<file path="config.mk">
export PLATFORM = sky130hd
export DESIGN_NAME = io_port_responder
export DESIGN_NICKNAME = d
export VERILOG_FILES = /design/src/rtl/io_port_responder.sv
export SDC_FILE = /design/constraint.sdc
export NUM_CORES = 1
export LEC_CHECK = 0
export ABC_AREA = 1
export BUFFER_PORTS_ARGS = -buffer_cell sky130_fd_sc_hd__buf_2
export CORE_MARGIN = 5
export CORE_UTILIZATION = 55
export CTS_CLUSTER_DIAMETER = 40
export DETAILED_ROUTE_END_ITERATION = 10
export HOLD_SLACK_MARGIN = 0.05
export PLACE_DENSITY = 0.73
export SETUP_SLACK_MARGIN = 0.4
export SLEW_MARGIN = 30
export SYNTH_ARGS = -nofsm -noshare
export SYNTH_HDL_FRONTEND = slang
export SYNTH_SLANG_ARGS = --single-unit
</file>
<file path="constraint.sdc">
create_clock -name clk -period 5.8 [get_ports clk]
set_input_delay 1.45 -clock clk [delete_from_list [all_inputs] [get_ports clk]]
set_output_delay 1.45 -clock clk [all_outputs]
set_load 0.005 [all_outputs]
</file>
<file path="src/rtl/io_port_responder.sv">
// Memory-mapped I/O responder: answers RAM-style CPU bus accesses from an
// RX FIFO (external producer) and a TX FIFO (external consumer).
module io_port_responder #(
    parameter int DEPTH = 4,
    parameter int AW    = 2
) (
    input  logic       clk,
    input  logic       rst,
    input  logic [3:0] addr,
    input  logic       rd,
    input  logic       wr,
    input  logic [7:0] data_in,
    output logic [7:0] data_out,
    output logic       rd_valid,
    input  logic [7:0] ext_rx_data,
    input  logic       ext_rx_valid,
    output logic       ext_rx_ready,
    output logic [7:0] ext_tx_data,
    output logic       ext_tx_valid,
    input  logic       ext_tx_ready,
    output logic       irq
);
    localparam logic [3:0] FULL_CNT = 4'(DEPTH);

    logic [7:0]    rx_mem_q [DEPTH];
    logic [7:0]    rx_mem_d [DEPTH];
    logic [7:0]    tx_mem_q [DEPTH];
    logic [7:0]    tx_mem_d [DEPTH];
    logic [AW-1:0] rx_wp_q, rx_wp_d, rx_rp_q, rx_rp_d;
    logic [AW-1:0] tx_wp_q, tx_wp_d, tx_rp_q, tx_rp_d;
    logic [3:0]    rx_cnt_q, rx_cnt_d, tx_cnt_q, tx_cnt_d;
    logic [7:0]    data_out_q, data_out_d;
    logic          rd_valid_q, rd_valid_d;
    logic          rx_unf_q, rx_unf_d, tx_ovf_q, tx_ovf_d;
    logic          irq_q, irq_d;

    logic rx_empty, rx_full, tx_empty, tx_full;
    logic rd_acc, rx_push, rx_pop, tx_push, tx_pop;
    logic set_unf, set_ovf, clr_unf, clr_ovf;

    assign rx_empty = (rx_cnt_q == 4'd0);
    assign rx_full  = (rx_cnt_q == FULL_CNT);
    assign tx_empty = (tx_cnt_q == 4'd0);
    assign tx_full  = (tx_cnt_q == FULL_CNT);

    // A write in the same cycle as a read wins; the read is dropped entirely.
    assign rd_acc  = rd & ~wr;
    assign rx_pop  = rd_acc & (addr == 4'h0) & ~rx_empty;
    assign set_unf = rd_acc & (addr == 4'h0) & rx_empty;
    assign rx_push = ext_rx_valid & ext_rx_ready;
    assign tx_push = wr & (addr == 4'h1) & ~tx_full;
    assign set_ovf = wr & (addr == 4'h1) & tx_full;
    assign tx_pop  = ext_tx_valid & ext_tx_ready;
    assign clr_ovf = wr & (addr == 4'h2) & data_in[3];
    assign clr_unf = wr & (addr == 4'h2) & data_in[2];

    always_comb begin
        rx_mem_d   = rx_mem_q;
        tx_mem_d   = tx_mem_q;
        rx_wp_d    = rx_wp_q;
        rx_rp_d    = rx_rp_q;
        tx_wp_d    = tx_wp_q;
        tx_rp_d    = tx_rp_q;
        data_out_d = data_out_q;
        rd_valid_d = 1'b0;
        if (rd_acc) begin
            rd_valid_d = 1'b1;
            case (addr)
                4'h0:    data_out_d = rx_empty ? 8'h00 : rx_mem_q[rx_rp_q];
                4'h2:    data_out_d = {4'b0000, tx_ovf_q, rx_unf_q, tx_full, rx_empty};
                4'h3:    data_out_d = {rx_cnt_q, tx_cnt_q};
                default: data_out_d = 8'h00;
            endcase
        end
        if (rx_push) begin
            rx_mem_d[rx_wp_q] = ext_rx_data;
            rx_wp_d           = rx_wp_q + AW'(1);
        end
        if (rx_pop) rx_rp_d = rx_rp_q + AW'(1);
        if (tx_push) begin
            tx_mem_d[tx_wp_q] = data_in;
            tx_wp_d           = tx_wp_q + AW'(1);
        end
        if (tx_pop) tx_rp_d = tx_rp_q + AW'(1);
        rx_cnt_d = rx_cnt_q + {3'b000, rx_push} - {3'b000, rx_pop};
        tx_cnt_d = tx_cnt_q + {3'b000, tx_push} - {3'b000, tx_pop};
        // Set has priority over a same-cycle W1C clear.
        rx_unf_d = set_unf | (rx_unf_q & ~clr_unf);
        tx_ovf_d = set_ovf | (tx_ovf_q & ~clr_ovf);
        irq_d    = ~rx_empty | rx_unf_q | tx_ovf_q;
    end

    always_ff @(posedge clk or posedge rst) begin
        if (rst) begin
            for (int i = 0; i < DEPTH; i++) begin
                rx_mem_q[i] <= 8'h00;
                tx_mem_q[i] <= 8'h00;
            end
            rx_wp_q    <= '0;
            rx_rp_q    <= '0;
            tx_wp_q    <= '0;
            tx_rp_q    <= '0;
            rx_cnt_q   <= 4'd0;
            tx_cnt_q   <= 4'd0;
            data_out_q <= 8'h00;
            rd_valid_q <= 1'b0;
            rx_unf_q   <= 1'b0;
            tx_ovf_q   <= 1'b0;
            irq_q      <= 1'b0;
        end else begin
            rx_mem_q   <= rx_mem_d;
            tx_mem_q   <= tx_mem_d;
            rx_wp_q    <= rx_wp_d;
            rx_rp_q    <= rx_rp_d;
            tx_wp_q    <= tx_wp_d;
            tx_rp_q    <= tx_rp_d;
            rx_cnt_q   <= rx_cnt_d;
            tx_cnt_q   <= tx_cnt_d;
            data_out_q <= data_out_d;
            rd_valid_q <= rd_valid_d;
            rx_unf_q   <= rx_unf_d;
            tx_ovf_q   <= tx_ovf_d;
            irq_q      <= irq_d;
        end
    end

    assign data_out     = data_out_q;
    assign rd_valid     = rd_valid_q;
    assign irq          = irq_q;
    assign ext_rx_ready = ~rx_full & ~rst;
    assign ext_tx_valid = ~tx_empty;
    assign ext_tx_data  = tx_mem_q[tx_rp_q];
endmodule

</file>
==> results of run 1 <==
-- flip-flops by register name, summed over array words and instances, names as in the netlist --
signal    flops
rx_mem_q     32
tx_mem_q     32
data_out      8
rx_cnt_q      4
tx_cnt_q      4
rx_rp_q       2
rx_wp_q       2
tx_rp_q       2
tx_wp_q       2
irq           1
rd_valid      1
rx_unf_q      1
tx_ovf_q      1
-- critical path: cells and delay by family --
kind / cells / cell delay [ps]
AO/OA/AOI/OAI: 1 / 150
buffers and inverters: 3 / 670
-- cells in the final DEF, fill, tap and decap left out, types with 3 or more instances in the layout --
master,synthesis,final
nand2_1,234,234
dfrtp_1,92,92
nand4_1,64,64
inv_1,63,62
buf_2,16,45
nand3_1,33,33
nor2_1,26,26
ha_1,20,20
o21ai_0,19,19
clkbuf_8,0,11
o22ai_1,8,8
xor2_1,5,5
nand3_4,4,4
xnor2_1,3,3
buf_4,4,3
-- area by class of cell --
type                            instances  area, sq um
Multi-Input combinational cell        429         2210
Fill cell                             779         3390
Clock buffer                           13          159
Sequential cell                        92         2300
Clock inverter                          3         68.8
Tap cell                              108          135
Inverter                               66          249
Timing Repair Buffer                   48          248
-- worst max path at each step --
stage | start | to | depth (start not counted)
after floorplan | rst | data_out[0] | 1
after global placement | rst | ext_rx_ready | 4
after detailed placement | rst | ext_rx_ready | 4
after CTS | rst | ext_rx_ready | 4
after global routing | rst | ext_rx_ready | 4
final | rst | ext_rx_ready | 4
-- cell families after synthesis --
| kind of cell | after synthesis | synth area share |
|---|---|---|
| and+or+nand+nor | 368 | 0.336 |
| buffers and inverters | 97 | 0.0933 |
| DFF | 92 | 0.463 |
| AOI/OAI and AO/OA | 31 | 0.0352 |
| adders and majority gates | 22 | 0.0584 |
| xor gates and xnor gates | 8 | 0.0141 |
-- where the power goes --
group	total [W]	switching [W]	internal, W
logic	0.000978	0.000616	0.000362
clock network	0.000490	0.000222	0.000268
registers	0.00109	0.000196	0.000891
total	0.00256	0.00103	0.00152
-- metrics by stage --
| stage | hold slack, ps | instances |
|---|---|---|
| 6_report | 475 | 759 |
| 5_1_grt | 495 | 759 |
| 4_1_cts | 477 | 759 |
| 3_5_place_dp | 455 | 743 |
| 3_3_place_gp | 450 | 743 |
| 2_1_floorplan | 437 | 618 |
-- layer usage --
layer,GRT usage,share of wire
met5,0,0
met4,0.0584,0.013
met3,0.0351,0.039
met2,0.352,0.49
met1,0.284,0.46
==> reports/results.ini, run 1 <==
[timing]
fmax_ghz = 0.268
fin_crit_sh = 0.643
rsz0062_at_grt = no
fin_ws_ps = 2070
drv_slew = 0
finalSetupTns_ps = 0
setup-violations-final = 0
final-hold-violation-count = 0
period_minus_slack_ps = 3730
fin_worst_skew_ps = 8.05
relSlewSlack = 0.410
worst_pin_slew_ps = 884

[setup_path]
cp.required_ps = 4350
cpMostUsedCell = buf_2
reg2reg_depth = 10
endpoint_kind = primary output
path_cells = buf_2, a31oi_2, buf_4, buf_2
r2r_end = tx_cnt_q[2]
crit_slowest_cell = buf_4
timing.rr.start = tx_cnt_q[3]
critPathLaunchType = input port
r2r_slack_ps = 3000
cpPeakStageDelay_ps = 370
arrival_ps = 2280
critPathKind = in -> out
crit_fanout = 40

[job]
drv_cap = 0

[clocking]
path_clk_slew_ps = 90
clockBufferDepth = 2
hold_buffers = 0
cts_sinks = 92
cts_tree = built
cts-root-buf = clkbuf_8
clkLatencyLatePin_ps = 360
h-tree-depth = 3
cts_buffers = 9
cts_setup_buffers = 0
cts_resized = 0

[global_routing]
grt_pass1_vias = 4091
grt_pass1_wl_microns = 19400
grt_use_total = 0.211
antenna_found_initial = 0
grt_max_degree = 49
gr-total-overflow = 0

[synthesis]
synth_area_leaders = dfrtp_1 46%, nand2_1 18%, nand4_1 8.0%
synth_flop_cell = dfrtp_1
synth_top_area_share = 0.463
synth.distinct_cells = 28
syn_area_sq_um = 4970
synth_most_common_cell = nand2_1
ys_ff_latch = 92
avgSynthCellArea_sq_um = 8.05
syn_nets = 666
synth_cells = 618
async_flop_share = 1.00
synth_common_cells = 234 x nand2_1, 92 x dfrtp_1, 64 x nand4_1, 63 x inv_1, 33 x nand3_1
synth_edf_count = 0
yosysSeqAreaShare = 0.463
synth_top_cell_by_area = dfrtp_1
yosysWarnings = 0

[layout]
nets = 694
fin_util = 0.613
drive_gt1_frac = 0.115
insertedDiodeCount = 0
finish.instance_area_sq_um = 5370
syn_to_final_growth_pct = 7.95

[min_path]
min-delay-path-class = reg -> reg
min_path_cells = 2
hp-start = rx_mem_q[26]
hold-path-endpoint = rx_mem_q[26]

[routing]
drc = 0
final_antenna_net_count = 0
drt_wl_total_microns = 11100
drtIter0Drc = 195
viasPerCell = 5.40
via_count = 4095
first_pass_iters = 4
wl_per_cell_microns = 14.6

[placement]
port_buffers = 45
placed_area_sq_um = 5140
hpwl_microns = 7740
post-place-ws_ps = 2070
gp_congestion = 0.835

[floorplan]
rows = 34
die_area_sq_um = 11000
core_sq_um = 8760
start_util = 0.568
die-width_microns = 105
die_h_microns = 105
io_pins = 46

[power_and_ir_drop]
p_total_w = 0.00256
ir_drop_v = 0.000237
power_density_nw_per_um2 = 476
p_leak_nw = 2.97

[outcome]
outcome = finished, final reports clean

(Power assumes the default switching activity.)
==> run 2, diff against run 1 <==
--- a/config.mk
+++ b/config.mk
@@ -8,11 +8,11 @@
 export ABC_AREA = 1
 export BUFFER_PORTS_ARGS = -buffer_cell sky130_fd_sc_hd__buf_2
 export CORE_MARGIN = 5
-export CORE_UTILIZATION = 55
+export CORE_UTILIZATION = 54
 export CTS_CLUSTER_DIAMETER = 40
 export DETAILED_ROUTE_END_ITERATION = 10
 export HOLD_SLACK_MARGIN = 0.05
-export PLACE_DENSITY = 0.73
+export PLACE_DENSITY = 0.74
 export SETUP_SLACK_MARGIN = 0.4
 export SLEW_MARGIN = 30
 export SYNTH_ARGS = -nofsm -noshare
==> constraint.sdc (replaced) <==
create_clock -name clk -period 3 [get_ports clk]
set_input_delay 0.75 -clock clk [delete_from_list [all_inputs] [get_ports clk]]
set_output_delay 0.75 -clock clk [all_outputs]
set_load 0.005 [all_outputs]
==> reports/results.ini, run 2 (same netlist as run 1, synthesis figures left out) <==
[outcome]
outcome = finished, final reports clean  ; unchanged

[global_routing]
grt_pass1_wl_microns = 19600  ; was 19400 microns
grt_use_total = 0.214  ; was 0.211
globalRoute.busiestLayer = met2  ; unchanged
use_met1 = 0.283  ; was 0.284
use_met3 = 0.0316  ; was 0.0351
antenna_found_initial = 0  ; unchanged
grt_pass1_vias = 4147  ; was 4091
grt_max_degree = 44  ; was 49
grtUsageMet2 = 0.351  ; was 0.352
gr-total-overflow = 0  ; unchanged

[clocking]
cts_setup_buffers = 0  ; unchanged
hold_buffers = 0  ; unchanged
cts-root-buf = clkbuf_8  ; unchanged
cts_buffers = 9  ; unchanged
cts_resized = 0  ; unchanged
h-tree-depth = 3  ; unchanged
path_clk_slew_ps = 100  ; was 90 ps
cts_tree = built  ; unchanged
cts_sinks = 92  ; unchanged
clkLatencyLatePin_ps = 370  ; was 360 ps
clockBufferDepth = 2  ; unchanged

[setup_path]
arrival_ps = 2510  ; was 2280 ps
endpoint_kind = register  ; was primary output
path_buf_inv = 3  ; unchanged
critPathLaunchType = input port  ; unchanged
cp.required_ps = 3230  ; was 4350 ps
reg2reg_depth = 10  ; unchanged
timing.rr.start = rx_cnt_q[2]  ; was tx_cnt_q[3]
cpPeakStageDelay_ps = 430  ; was 370 ps
critPathKind = in -> reg  ; was in -> out
cp_top_family = adder cells  ; was buffers and inverters
critPathLaunch = addr[3]  ; was rst
crit_cells = 10  ; was 4
crit_slowest_cell = fa_1  ; was buf_4
path_cells = buf_2, nor2_4, nand2_1, nor2_1, nand2_1, inv_1, ha_1, inv_1, ha_1, fa_1  ; was buf_2, a31oi_2, buf_4, buf_2
crit_fanout = 9  ; was 40

[power_and_ir_drop]
p_leak_nw = 2.98  ; was 2.97 nW
ir_drop_v = 0.000469  ; was 0.000237 V
p_total_w = 0.00482  ; was 0.00256 W
power_density_nw_per_um2 = 891  ; was 476 nW/um^2

[timing]
setup-violations-final = 0  ; unchanged
fin_crit_sh = 0.758
hold_slack_ps = 373  ; was 475 ps
finalSetupTns_ps = 0  ; unchanged
drv_slew = 0  ; unchanged
fmax_ghz = 0.440
final-hold-violation-count = 0  ; unchanged
period_minus_slack_ps = 2280
fin_worst_skew_ps = 16.9  ; was 8.05 ps
relSlewSlack = 0.606  ; was 0.410
worst_pin_slew_ps = 590  ; was 884 ps
rsz0062_at_grt = no  ; unchanged

[placement]
gp_congestion = 0.889  ; was 0.835
placed_area_sq_um = 5200  ; was 5140 sq um
port_buffers = 45  ; unchanged
hpwl_microns = 8240  ; was 7740 microns

[layout]
most-common-layout-cells = 234 x nand2_1, 92 x dfrtp_1, 64 x nand4_1  ; unchanged
finish.instance_area_sq_um = 5400  ; was 5370 sq um
drive_gt1_frac = 0.126  ; was 0.115
nets = 700  ; was 694
insertedDiodeCount = 0  ; unchanged
syn_to_final_growth_pct = 8.63  ; was 7.95%
fin_util = 0.593  ; was 0.613
mostFrequentLayoutCell = nand2_1  ; unchanged

[floorplan]
die_h_microns = 106  ; was 105 microns
die-width_microns = 106  ; was 105 microns
die_area_sq_um = 11200  ; was 11000 sq um
rows = 35  ; was 34
core_sq_um = 9110  ; was 8760 sq um
start_util = 0.546  ; was 0.568
io_pins = 46  ; unchanged

[routing]
final_antenna_net_count = 0  ; unchanged
first_pass_iters = 4  ; unchanged
via_count = 4139  ; was 4095
drt_wl_total_microns = 11400  ; was 11100 microns
drc = 0  ; unchanged
viasPerCell = 5.39  ; was 5.40
wl_per_cell_microns = 14.8  ; was 14.6 microns
drtIter0Drc = 210  ; was 195

[job]
drv_cap = 0  ; unchanged

[min_path]
min-delay-path-class = in -> async  ; was reg -> reg

-- run 2: changes by cell type in the layout (fill, tap and decap cells not counted) --
cell | before | now
clkbuf_1 | 2 | 0
inv_6 | 0 | 2
bufinv_16 | 2 | 0
clkbuf_8 | 11 | 10
clkinv_4 | 1 | 2
buf_12 | 0 | 2
buf_4 | 3 | 7
clkinvlp_4 | 0 | 2
-- run 2: path summary, 6_finish.rpt --
kind / end / slack [ps]
max reg2reg: rx_cnt_q[2] / 730
min: rx_mem_q[25] / 370
max: rx_cnt_q[1] / 720
min reg2reg: tx_mem_q[11] / 480
min in group clk: tx_mem_q[11] / 480
max in group asynchronous: tx_mem_q[29] / 1860
-- run 2: power by group --
group | switching, W | leakage, nW | internal (W)
clock | 0.000459 | 0.0933 | 0.000331
sequential | 0.000359 | 1.18 | 0.00172
combinational | 0.00122 | 1.71 | 0.000720
-- run 2: metrics by stage --
stage	setup slack, ps	cells
3_3_place_gp	441	751
5_1_grt	540	768
2_1_floorplan	492	618
4_1_cts	718	767
6_report	725	768
3_5_place_dp	353	751
-- run 2: final cells by class --
cell class,count,area [sq um]
Sequential cell,92,2300
Clock inverter,6,47.5
Timing Repair Buffer,54,318
Inverter,66,251
Tap cell,111,139
Fill cell,877,3700
Clock buffer,10,138
Multi-Input combinational cell,429,2210
-- run 2: layer usage --
layer | part of all wire | wire length (microns)
met3 | 0.050 | 571
met5 | 0 | 0
met2 | 0.49 | 5620
met4 | 0.027 | 310
met1 | 0.43 | 4880
-- run 2: worst register-to-register path, cell delays in order (launching register included) --
cell and delay (ps):
dfrtp_1 410, inv_1 90, ha_1 160, nand3_1 160
nand2_1 170, inv_1 90, ha_1 280, inv_1 40
ha_1 210, fa_1 380, xor2_1 170
==> run 3, diff against run 2 <==
--- a/config.mk
+++ b/config.mk
@@ -5,14 +5,14 @@
 export SDC_FILE = /design/constraint.sdc
 export NUM_CORES = 1
 export LEC_CHECK = 0
-export ABC_AREA = 1
+export ABC_AREA = 0
 export BUFFER_PORTS_ARGS = -buffer_cell sky130_fd_sc_hd__buf_2
 export CORE_MARGIN = 5
-export CORE_UTILIZATION = 54
+export CORE_UTILIZATION = 55
 export CTS_CLUSTER_DIAMETER = 40
 export DETAILED_ROUTE_END_ITERATION = 10
 export HOLD_SLACK_MARGIN = 0.05
-export PLACE_DENSITY = 0.74
+export PLACE_DENSITY = 0.73
 export SETUP_SLACK_MARGIN = 0.4
 export SLEW_MARGIN = 30
 export SYNTH_ARGS = -nofsm -noshare
==> constraint.sdc (replaced) <==
create_clock -name clk -period 2.1 [get_ports clk]
set_input_delay 0.525 -clock clk [delete_from_list [all_inputs] [get_ports clk]]
set_output_delay 0.525 -clock clk [all_outputs]
set_load 0.005 [all_outputs]
==> reports/results.ini, run 3 <==
[layout]
syn_to_final_growth_pct = 28.8  ; was 8.63%
multi_input_area_sq_um = 2300  ; was 2210 sq um
regArea_sq_um = 2300  ; about the same
mostFrequentLayoutCell = dfrtp_1  ; was nand2_1
nets = 452  ; was 700
instances_no_fill = 511  ; was 768
fillers = 507  ; was 877
most-common-layout-cells = 91 x dfrtp_1, 44 x buf_4, 43 x buf_2  ; was 234 x nand2_1, 92 x dfrtp_1, 64 x nand4_1
drive_gt1_frac = 0.582  ; was 0.126
insertedDiodeCount = 0  ; unchanged

[synthesis]
syn_nets = 358  ; was 666
synth_edf_count = 0  ; unchanged
avgSynthCellArea_sq_um = 14.3  ; was 8.05 sq um
syn_area_sq_um = 4450  ; was 4970 sq um
synth_top_area_share = 0.518  ; was 0.463
synth_most_common_cell = dfrtp_1  ; was nand2_1
async_flop_share = 1.00  ; unchanged
synth_flop_cell = dfrtp_1  ; unchanged
synth_top_cell_by_area = dfrtp_1  ; unchanged
yosysSeqAreaShare = 0.518  ; was 0.463
synth.distinct_cells = 38  ; was 28
yosysWarnings = 0  ; unchanged
synth_common_cells = 92 x dfrtp_1, 57 x mux2_2, 28 x inv_1, 20 x ha_1, 16 x mux4_2  ; was 234 x nand2_1, 92 x dfrtp_1, 64 x nand4_1, 63 x inv_1, 33 x nand3_1
synth_cells = 310  ; was 618
ys_ff_latch = 92  ; unchanged
synth_area_leaders = dfrtp_1 52%, mux2_2 14%, mux4_2 8.1%  ; was dfrtp_1 46%, nand2_1 18%, nand4_1 8.0%

[clocking]
h-tree-depth = 3  ; unchanged
clockBufferDepth = 2  ; unchanged
cts_tree = built  ; unchanged
cts-root-buf = clkbuf_8  ; unchanged
cts_sinks = 92  ; unchanged
path_clk_slew_ps = 90  ; was 100 ps
hold_buffers = 0  ; unchanged
clkLatencyLatePin_ps = 350  ; was 370 ps
cts_buffers = 9  ; unchanged

[placement]
placedCellCount = 477  ; was 751
gp_congestion = 0.798  ; was 0.889
port_buffers = 45  ; unchanged
hpwl_microns = 5890  ; was 8240 microns

[timing]
fin_crit_sh = 1.10
fin_ws_ps = -219  ; was 725 ps
relSlewSlack = 0.681  ; was 0.606
fmax_ghz = 0.431
worst_pin_slew_ps = 478  ; was 590 ps
period_minus_slack_ps = 2320
fin_worst_skew_ps = 7.67  ; was 16.9 ps
final-hold-violation-count = 0  ; unchanged
setup-violations-final = 8  ; was 0
drv_slew = 0  ; unchanged
rsz0062_at_grt = yes  ; was no
finalSetupTns_ps = -912  ; was 0 ps

[setup_path]
crit_fanout = 2  ; was 9
critPathKind = reg -> reg  ; was in -> reg
endpoint_kind = register  ; unchanged
cp.required_ps = 2360  ; was 3230 ps
timing.rr.start = tx_cnt_q[3]  ; was rx_cnt_q[2]
r2r_slack_ps = -220  ; was 730 ps
r2r_end = tx_cnt_q[1]  ; was rx_cnt_q[2]
reg2reg_depth = 11  ; was 10
arrival_ps = 2570  ; was 2510 ps
critPathLaunchType = register  ; was input port

[floorplan]
die_area_sq_um = 9980  ; was 11200 sq um
die-width_microns = 99.9  ; was 106 microns
io_pins = 46  ; unchanged
die_h_microns = 99.9  ; was 106 microns
core_sq_um = 7810  ; was 9110 sq um
rows = 32  ; was 35
start_util = 0.570  ; was 0.546

[power_and_ir_drop]
p_leak_nw = 2.76  ; was 2.98 nW
p_sw_frac = 0.309  ; was 0.424
p_sw_w = 0.00235  ; was 0.00204 W
power_frac_seq = 0.396  ; was 0.432
pwr-share-comb = 0.434  ; was 0.404
p_int_w = 0.00525  ; was 0.00278 W
ir_drop_v = 0.000740  ; was 0.000469 V
power_density_nw_per_um2 = 1330  ; was 891 nW/um^2
clock_power_share = 0.171  ; was 0.164

[routing]
drtIter0Drc = 77  ; was 210
final_antenna_net_count = 0  ; unchanged
first_pass_iters = 4  ; unchanged
via_count = 2758  ; was 4139
drc = 0  ; unchanged
wl_per_cell_microns = 18.0  ; was 14.8 microns
viasPerCell = 5.40  ; was 5.39
drt_wl_total_microns = 9200  ; was 11400 microns

[job]
drv_cap = 0  ; unchanged

[global_routing]
antenna_found_initial = 0  ; unchanged
grt_pass1_vias = 3062  ; was 4147
gr-total-overflow = 0  ; unchanged
grt_max_degree = 93  ; was 44
grt_pass1_wl_microns = 15500  ; was 19600 microns
grt_use_total = 0.199  ; was 0.214

[outcome]
violations = negative setup slack
outcome = complete, but fails checks  ; was finished, final reports clean

[min_path]
min-delay-path-class = in -> async  ; unchanged

run 3: cell types whose count changed after synthesis, sizes merged, moves of 6 or more:
cell	previous run	this run
nand4	64	7
nand3	39	7
o22ai	8	0
nand2	235	12
mux4	0	16
o21ai	19	1
inv	64	28
o221ai	0	6
mux2	0	65
buf	25	8
nor2	29	0
run 3: worst max-delay path by stage:
| stage | from | to | slack [ps] | depth (start not counted) |
|---|---|---|---|---|
| 6_report | tx_cnt_q[3] | tx_cnt_q[1] | -220 | 11 |
| 5_1_grt | tx_cnt_q[3] | tx_cnt_q[3] | -280 | 11 |
| 4_1_cts | tx_cnt_q[2] | tx_cnt_q[1] | -170 | 10 |
| 3_5_place_dp | tx_cnt_q[3] | tx_cnt_q[1] | -200 | 11 |
| 3_3_place_gp | addr[1] | tx_cnt_q[1] | -170 | 10 |
| 2_1_floorplan | rst | ext_rx_ready | -650 | 2 |
run 3: repair_timing:
action                     CTS  global route
pin swaps                   17             2
setup buffers               15             3
resized for setup           52             8
setup endpoints to repair   82            84
run 3: cell type report:
class                      instances  area share
clock buffer                      11      0.0229
timing repair buffer              96       0.117
sequential                        92       0.402
inverter                          28      0.0194
clock inverter                     5      0.0149
multi-input combinational        177       0.402
tap                              102      0.0223
run 3: cells by family (layout without fill, tap and decap cells):
| kind of cell | Yosys count | after routing | share of synthesized area |
|---|---|---|---|
| fa+ha+maj | 22 | 22 | 0.0653 |
| simple gates | 45 | 45 | 0.0723 |
| xor+xnor | 10 | 10 | 0.0197 |
| buf+inv | 41 | 140 | 0.0394 |
| mux | 83 | 83 | 0.257 |
| compound gates | 17 | 17 | 0.0287 |
| flops | 92 | 92 | 0.518 |
run 3: metrics by stage:
step	total power [W]	setup WS (ps)	util	hold slack, ps	instance area [sq um]
finish	0.00760	-219	0.734	437	5730
CTS	0.00748	-165	0.726	427	5670
floorplan	0.00479	-654	-	461	4560
detailed placement	0.00559	-199	0.653	481	5100
global route	0.00813	-277	0.734	429	5730
global placement	0.00548	-174	0.653	482	5100
run 3: worst max-delay path, cell delays in order (launching register included):
cell     delay [ps]
dfrtp_1         400
inv_2           100
ha_4            140
or3b_4          370
and3_4          200
inv_2            60
ha_4            190
inv_2            60
ha_4            120
inv_2            30
fa_2            510
inv_1            30
run 3: power by group through the flow:
stage / clock network, W / logic [W] / registers [W]
6_report: 0.00130 / 0.00329 / 0.00301
2_1_floorplan: 0 / 0.00198 / 0.00281
4_1_cts: 0.00133 / 0.00317 / 0.00298
5_1_grt: 0.00142 / 0.00361 / 0.00309
3_3_place_gp: 0 / 0.00253 / 0.00295
3_5_place_dp: 0 / 0.00261 / 0.00298
run 3: metal layers:
metal | global-route usage | wire length (microns) | vias to the layer above
met4 | 0.0672 | 151 | 0
met5 | 0 | 0 | -
li1 | - | - | 1294
met1 | 0.256 | 3970 | 1405
met2 | 0.345 | 4800 | 46
met3 | 0.0299 | 278 | 13
